<file path="config.mk">
export PLATFORM = sky130hd
export DESIGN_NAME = arith_cmpi_pipe
export DESIGN_NICKNAME = d
export VERILOG_FILES = /design/src/rtl/loom_arith_pkg.sv /design/src/rtl/arith_cmpi_lane.sv /design/src/rtl/arith_cmpi_pipe.sv
export SDC_FILE = /design/constraint.sdc
export NUM_CORES = 1
export LEC_CHECK = 0
export CAP_MARGIN = 20
export CORE_AREA = 5 5 112 114
export CTS_CLUSTER_SIZE = 10
export DETAILED_ROUTE_END_ITERATION = 8
export DIE_AREA = 0 0 117 119
export HOLD_SLACK_MARGIN = 0.15
export PLACE_DENSITY = 0.82
export SLEW_MARGIN = 20
export SYNTH_ARGS = -nofsm -noshare
export SYNTH_HDL_FRONTEND = slang
export SYNTH_HIERARCHICAL = 1
export SYNTH_SLANG_ARGS = --single-unit
export TNS_END_PERCENT = 10
</file>
<file path="constraint.sdc">
create_clock -name clk -period 1.2 [get_ports clk]
set_input_delay 0.24 -clock clk [delete_from_list [all_inputs] [get_ports clk]]
set_output_delay 0.24 -clock clk [all_outputs]
set_load 0.005 [all_outputs]
</file>
<file path="src/rtl/loom_arith_pkg.sv">
// loom_arith_pkg: shared types and helpers for the arith compare datapath.
package loom_arith_pkg;
    typedef enum logic [3:0] {
        PRED_EQ, PRED_NE, PRED_SLT, PRED_SLE, PRED_SGT,
        PRED_SGE, PRED_ULT, PRED_ULE, PRED_UGT, PRED_UGE
    } cmpi_pred_e;

    function automatic logic cmpi_pred_legal(cmpi_pred_e p);
        return p <= PRED_UGE;
    endfunction
endpackage

</file>
<file path="src/rtl/arith_cmpi_lane.sv">
// arith_cmpi_lane: one combinational compare lane; predicates 10-15 yield 0.
module arith_cmpi_lane
    import loom_arith_pkg::*;
#(
    parameter int WIDTH = 32
) (
    input  logic [WIDTH-1:0] i_a,
    input  logic [WIDTH-1:0] i_b,
    input  cmpi_pred_e       i_pred,
    output logic             o_result
);
    logic w_eq, w_slt, w_ult;
    assign w_eq  = i_a == i_b;
    assign w_slt = $signed(i_a) < $signed(i_b);
    assign w_ult = i_a < i_b;
    always_comb begin
        o_result = 1'b0;
        case (i_pred)
            PRED_EQ:  o_result = w_eq;
            PRED_NE:  o_result = !w_eq;
            PRED_SLT: o_result = w_slt;
            PRED_SLE: o_result = w_slt | w_eq;
            PRED_SGT: o_result = !(w_slt | w_eq);
            PRED_SGE: o_result = !w_slt;
            PRED_ULT: o_result = w_ult;
            PRED_ULE: o_result = w_ult | w_eq;
            PRED_UGT: o_result = !(w_ult | w_eq);
            PRED_UGE: o_result = !w_ult;
            default:  o_result = 1'b0;
        endcase
    end
endmodule

</file>
<file path="src/rtl/arith_cmpi_pipe.sv">
// arith_cmpi_pipe: pipelined multi-lane comparator with valid/ready handshake.
// Define LOOM_CMPI_ERR_EN to enable the sticky illegal-predicate flag.
module arith_cmpi_pipe
    import loom_arith_pkg::*;
#(
    parameter int WIDTH  = 32,
    parameter int LANES  = 4,
    parameter int STAGES = 2
) (
    input  logic                   clk,
    input  logic                   rst_n,
    input  logic                   in_valid,
    output logic                   in_ready,
    input  logic [3:0]             in_pred,
    input  logic [LANES*WIDTH-1:0] in_a,
    input  logic [LANES*WIDTH-1:0] in_b,
    output logic                   out_valid,
    input  logic                   out_ready,
    output logic [LANES-1:0]       out_result,
    output logic                   err_sticky,
    input  logic                   err_clr
);
    cmpi_pred_e                   w_pred;
    logic [LANES-1:0]             w_res;
    logic [STAGES-1:0]            w_en;
    logic [STAGES-1:0]            r_v;
    logic [STAGES-1:0][LANES-1:0] r_res;
    logic                         w_full;
    logic                         w_in_xfer;

    assign w_pred = cmpi_pred_e'(in_pred);

    for (genvar i = 0; i < LANES; i++) begin : g_lane
        arith_cmpi_lane #(.WIDTH(WIDTH)) u_lane (
            .i_a     (in_a[i*WIDTH +: WIDTH]),
            .i_b     (in_b[i*WIDTH +: WIDTH]),
            .i_pred  (w_pred),
            .o_result(w_res[i])
        );
    end

    // A stage may load when the consumer takes the head or any downstream stage has a hole.
    always_comb begin
        w_full = 1'b1;
        for (int k = STAGES - 1; k >= 0; k--) begin
            w_full  = w_full & r_v[k];
            w_en[k] = out_ready | !w_full;
        end
    end

    assign in_ready   = w_en[0];
    assign w_in_xfer  = in_valid & in_ready;
    assign out_valid  = r_v[STAGES-1];
    assign out_result = r_res[STAGES-1];

    always_ff @(posedge clk or negedge rst_n) begin
        if (!rst_n) begin
            r_v   <= '0;
            r_res <= '0;
        end else begin
            if (w_en[0]) r_v[0] <= in_valid;
            if (w_in_xfer) r_res[0] <= w_res;
            for (int k = 1; k < STAGES; k++) begin
                if (w_en[k]) r_v[k] <= r_v[k-1];
                if (w_en[k] && r_v[k-1]) r_res[k] <= r_res[k-1];
            end
        end
    end

`ifdef LOOM_CMPI_ERR_EN
    logic r_err;
    always_ff @(posedge clk or negedge rst_n) begin
        if (!rst_n) r_err <= 1'b0;
        else if (err_clr) r_err <= 1'b0;
        else if (w_in_xfer && !cmpi_pred_legal(w_pred)) r_err <= 1'b1;
    end
    assign err_sticky = r_err;
`else
    logic w_unused_err_clr;
    assign w_unused_err_clr = err_clr;
    assign err_sticky       = 1'b0;
`endif
endmodule

</file>
==> summary.md <==
| Metric | Value |
|---|---|
| I/O pin cnt | `272` |
| Count leader, synth | `inv_1` |
| Final setup violation count | `4` |
| Inst Count DP | `1039` |
| DP Worst Slack | `-1720 ps` |
| DRC viols | `0` |
| Largest net degree at the start of global routing | `21` |
| Num Clock Sinks | `10` |
| Number of global-route vias before repair | `6327` |
| DR top layer | `met4` |
| Cells after synthesis | `558` |
| Avg WL per Cell | `about 23 um` |
| Width of the die | `117 um` |
| Main synth FF type | `dfrtp_1` |
| Mean Syn Cell Area | `7.55 um2` |
| Leakage | `5.55 nW` |
| Fmax | `414 MHz` |
| Asr flop ratio synth | `1.00` |
| Sequential cell area | `250 um2` |
| Crit Path Max Fanout | `4` |
| Outcome | `finished, violations left` |
| Fin Setup TNS | `-4410 ps` |
| CORE AREA | `11300 um2` |
| CTS root buffer | `clkbuf_16` |
| Die Area | `13900 um2` |
| YS warnings | `6` |
| Distinct cell type count of the synthesized netlist | `37` |
| CTS Hold Bufs | `0` |
| Reg clk slew, reported paths | `40 ps` |
| Number of H-tree levels | `1` |
| Footprint of the multi-input gates | `~5300 um2` |
| VDD IR-drop max | `0.000533 V` |
| Met1 wire length | `7730 um` |
| Post-DP HPWL | `14500 um` |
| Routability congestion estimate | `0.860` |
| Layout Utilization | `0.882` |
| Post-synth top cells | `inv_1, ha_1, a21oi_1` |
| Pwr Density | `478 nW/um2` |
| Largest cells by area after synthesis | `ha_1, inv_1, a21oi_1` |
| Top-area cell type share of the netlist area | `0.380` |
| Final #Nets | `1316` |
| Worst-Skew Late Latency | `between 200 and 250 ps` |
| Fin crit period | `2420 ps` |
| Longest Clk Path Bufs | `2` |
| Fillers | `between 500 and 600` |
| WP data arrival | `around 2500 ps` |
| Post-synth EDFFs | `0` |
| Vias | `6055` |
| Clock Skews | `1.21 ps` |
| Max-slew violations | `0` |
| Wire length on met2 | `around 14000 um` |
| Critical path capture point type | `flop` |
| WS Path Type | `input port to flop` |
| Register area share after synthesis | `0.0594` |
| Initial core utilization | `0.372` |
| MaxCap Viol Count | `0` |
| Post-Route WL | `24400 um` |
| CP Data Required Time | `1320 ps` |
| Hold Fails Final Rpt | `0` |
| DRT iter0 DRCs | `344` |
| Synthesized area | `4210 um2` |
| Global-route usage over all layers | `0.242` |
| Non-Filler Instances | `1073` |
| Final worst slack | `-1220 ps` |
| Met3 wire len | `1670 um` |
| Total power | `4.77 mW` |
| Via/cell ratio | `5.64` |
| Fraction of layout cells with a size suffix above 1 | `0.553` |
| Rows | `39` |
| Die Y | `119 um` |
| Layout area overhead | `137%` |
| Final period utilization | `2.01` |
| Syn nets | `951` |
| Cell accounting for the most synthesized area | `ha_1` |
| Antenna violations before repair | `6` |
| IO Port Bufs | `269` |
| DRT antenna net count | `0` |
| CP Launch Type | `input port` |
| Failing checks | `negative setup slack` |
| Global-route wire length before repair | `around 28000 um` |
| #FFs+latches synth | `10` |
| Grt ovf | `0` |
| RSZ-0062 raised after global routing | `true` |
| CTS Buf Count | `3` |
| 1st-pass router iterations | `5` |
| Worst hold path class | `input port to async pin` |
| CTS tree | `done` |
## report_power, final
group	total, mW	switching, mW	internal (mW)
logic	3.64	1.64	2.00
registers	0.468	0.0606	0.408
clock network	0.666	0.164	0.502
## cell usage in the layout (no fill, tap or decap), types with 5 or more instances in the layout
cell	netlist	routed
dlymetal6s2s_1	0	154
ha_4	0	113
buf_4	5	95
inv_2	0	92
clkbuf_2	0	63
a21oi_1	68	41
inv_1	148	38
a21oi_2	0	23
nand2_1	36	22
dlygate4sd2_1	0	21
nand4_1	20	20
buf_6	0	13
ha_1	128	11
clkdlybuf4s50_1	0	11
inv_4	0	10
dfrtp_1	10	10
nand2_2	1	9
o21ai_1	12	9
diode_2	0	8
mux2_4	8	8
o21a_1	8	8
o211ai_1	8	8
nor2_1	8	8
nand2_4	1	7
nor3_4	0	7
clkdlybuf4s15_1	0	6
a211oi_1	8	5
## through the flow
stage / hold WS (ps) / area, um2
2_1_floorplan: -55.6 / 4620
3_3_place_gp: 495 / 8030
3_5_place_dp: 494 / 8030
4_1_cts: 315 / 8710
5_1_grt: 341 / 9980
6_report: 325 / 9980
## registers in the layout, summed over array words and instances, names as in the netlist
| name | cells |
|---|---|
| out_result | 4 |
| r_v | 2 |
| r_res | 4 |
## worst max-delay path, cell delays in order
cell,delay (ps)
dlymetal6s2s_1,160
ha_4,240
nand4_1,160
buf_4,150
o221ai_4,110
o211ai_1,270
o211ai_1,180
buf_4,190
a31oi_1,270
o211ai_2,130
a2bb2oi_2,160
mux2_4,260
## logic make-up after synthesis
logic type	synth area share
buf+inv	0.141
simple gates	0.165
fa+ha+maj	0.380
compound gates	0.216
other cells	0.000890
flops	0.0594
mux	0.0380
## timing repair
action	4_1_cts	5_1_grt
pin swaps	69	154
hold endpoints to repair	0	0
gates resized for setup	179	535
buffers inserted	16	11
endpoints found under the setup margin	14	5
## path summary, 6_finish.rpt
path / startpoint / to / slack, ps / cells past startpoint
setup / recovery: in_a[37] / r_res[1] / -1220 / 12
setup reg to reg: r_v[0] / r_res[0] / -10 / 4
hold reg to reg: r_res[2] / r_res[2] / 540 / 1
hold / removal: rst_n / r_v[0] / 320 / 2
min in group clk: r_res[2] / r_res[2] / 540 / 1
max in group asynchronous: rst_n / out_result[1] / 730 / 2
## area by class of cell
class	instances	share of cell area
inverter	148	0.0652
timing repair buffer	365	0.350
multi-input combinational	395	0.531
clock buffer	4	0.00890
antenna	8	0.00201
tap	143	0.0179
sequential	10	0.0251
## routing by layer
| layer | vias up | track usage |
|---|---|---|
| met1 | 2840 | 0.230 |
| met3 | 119 | 0.0522 |
| li1 | 2707 | - |
| met5 | - | 0 |
| met4 | 0 | 0.0781 |
| met2 | 389 | 0.494 |
(Power assumes the default switching activity.)
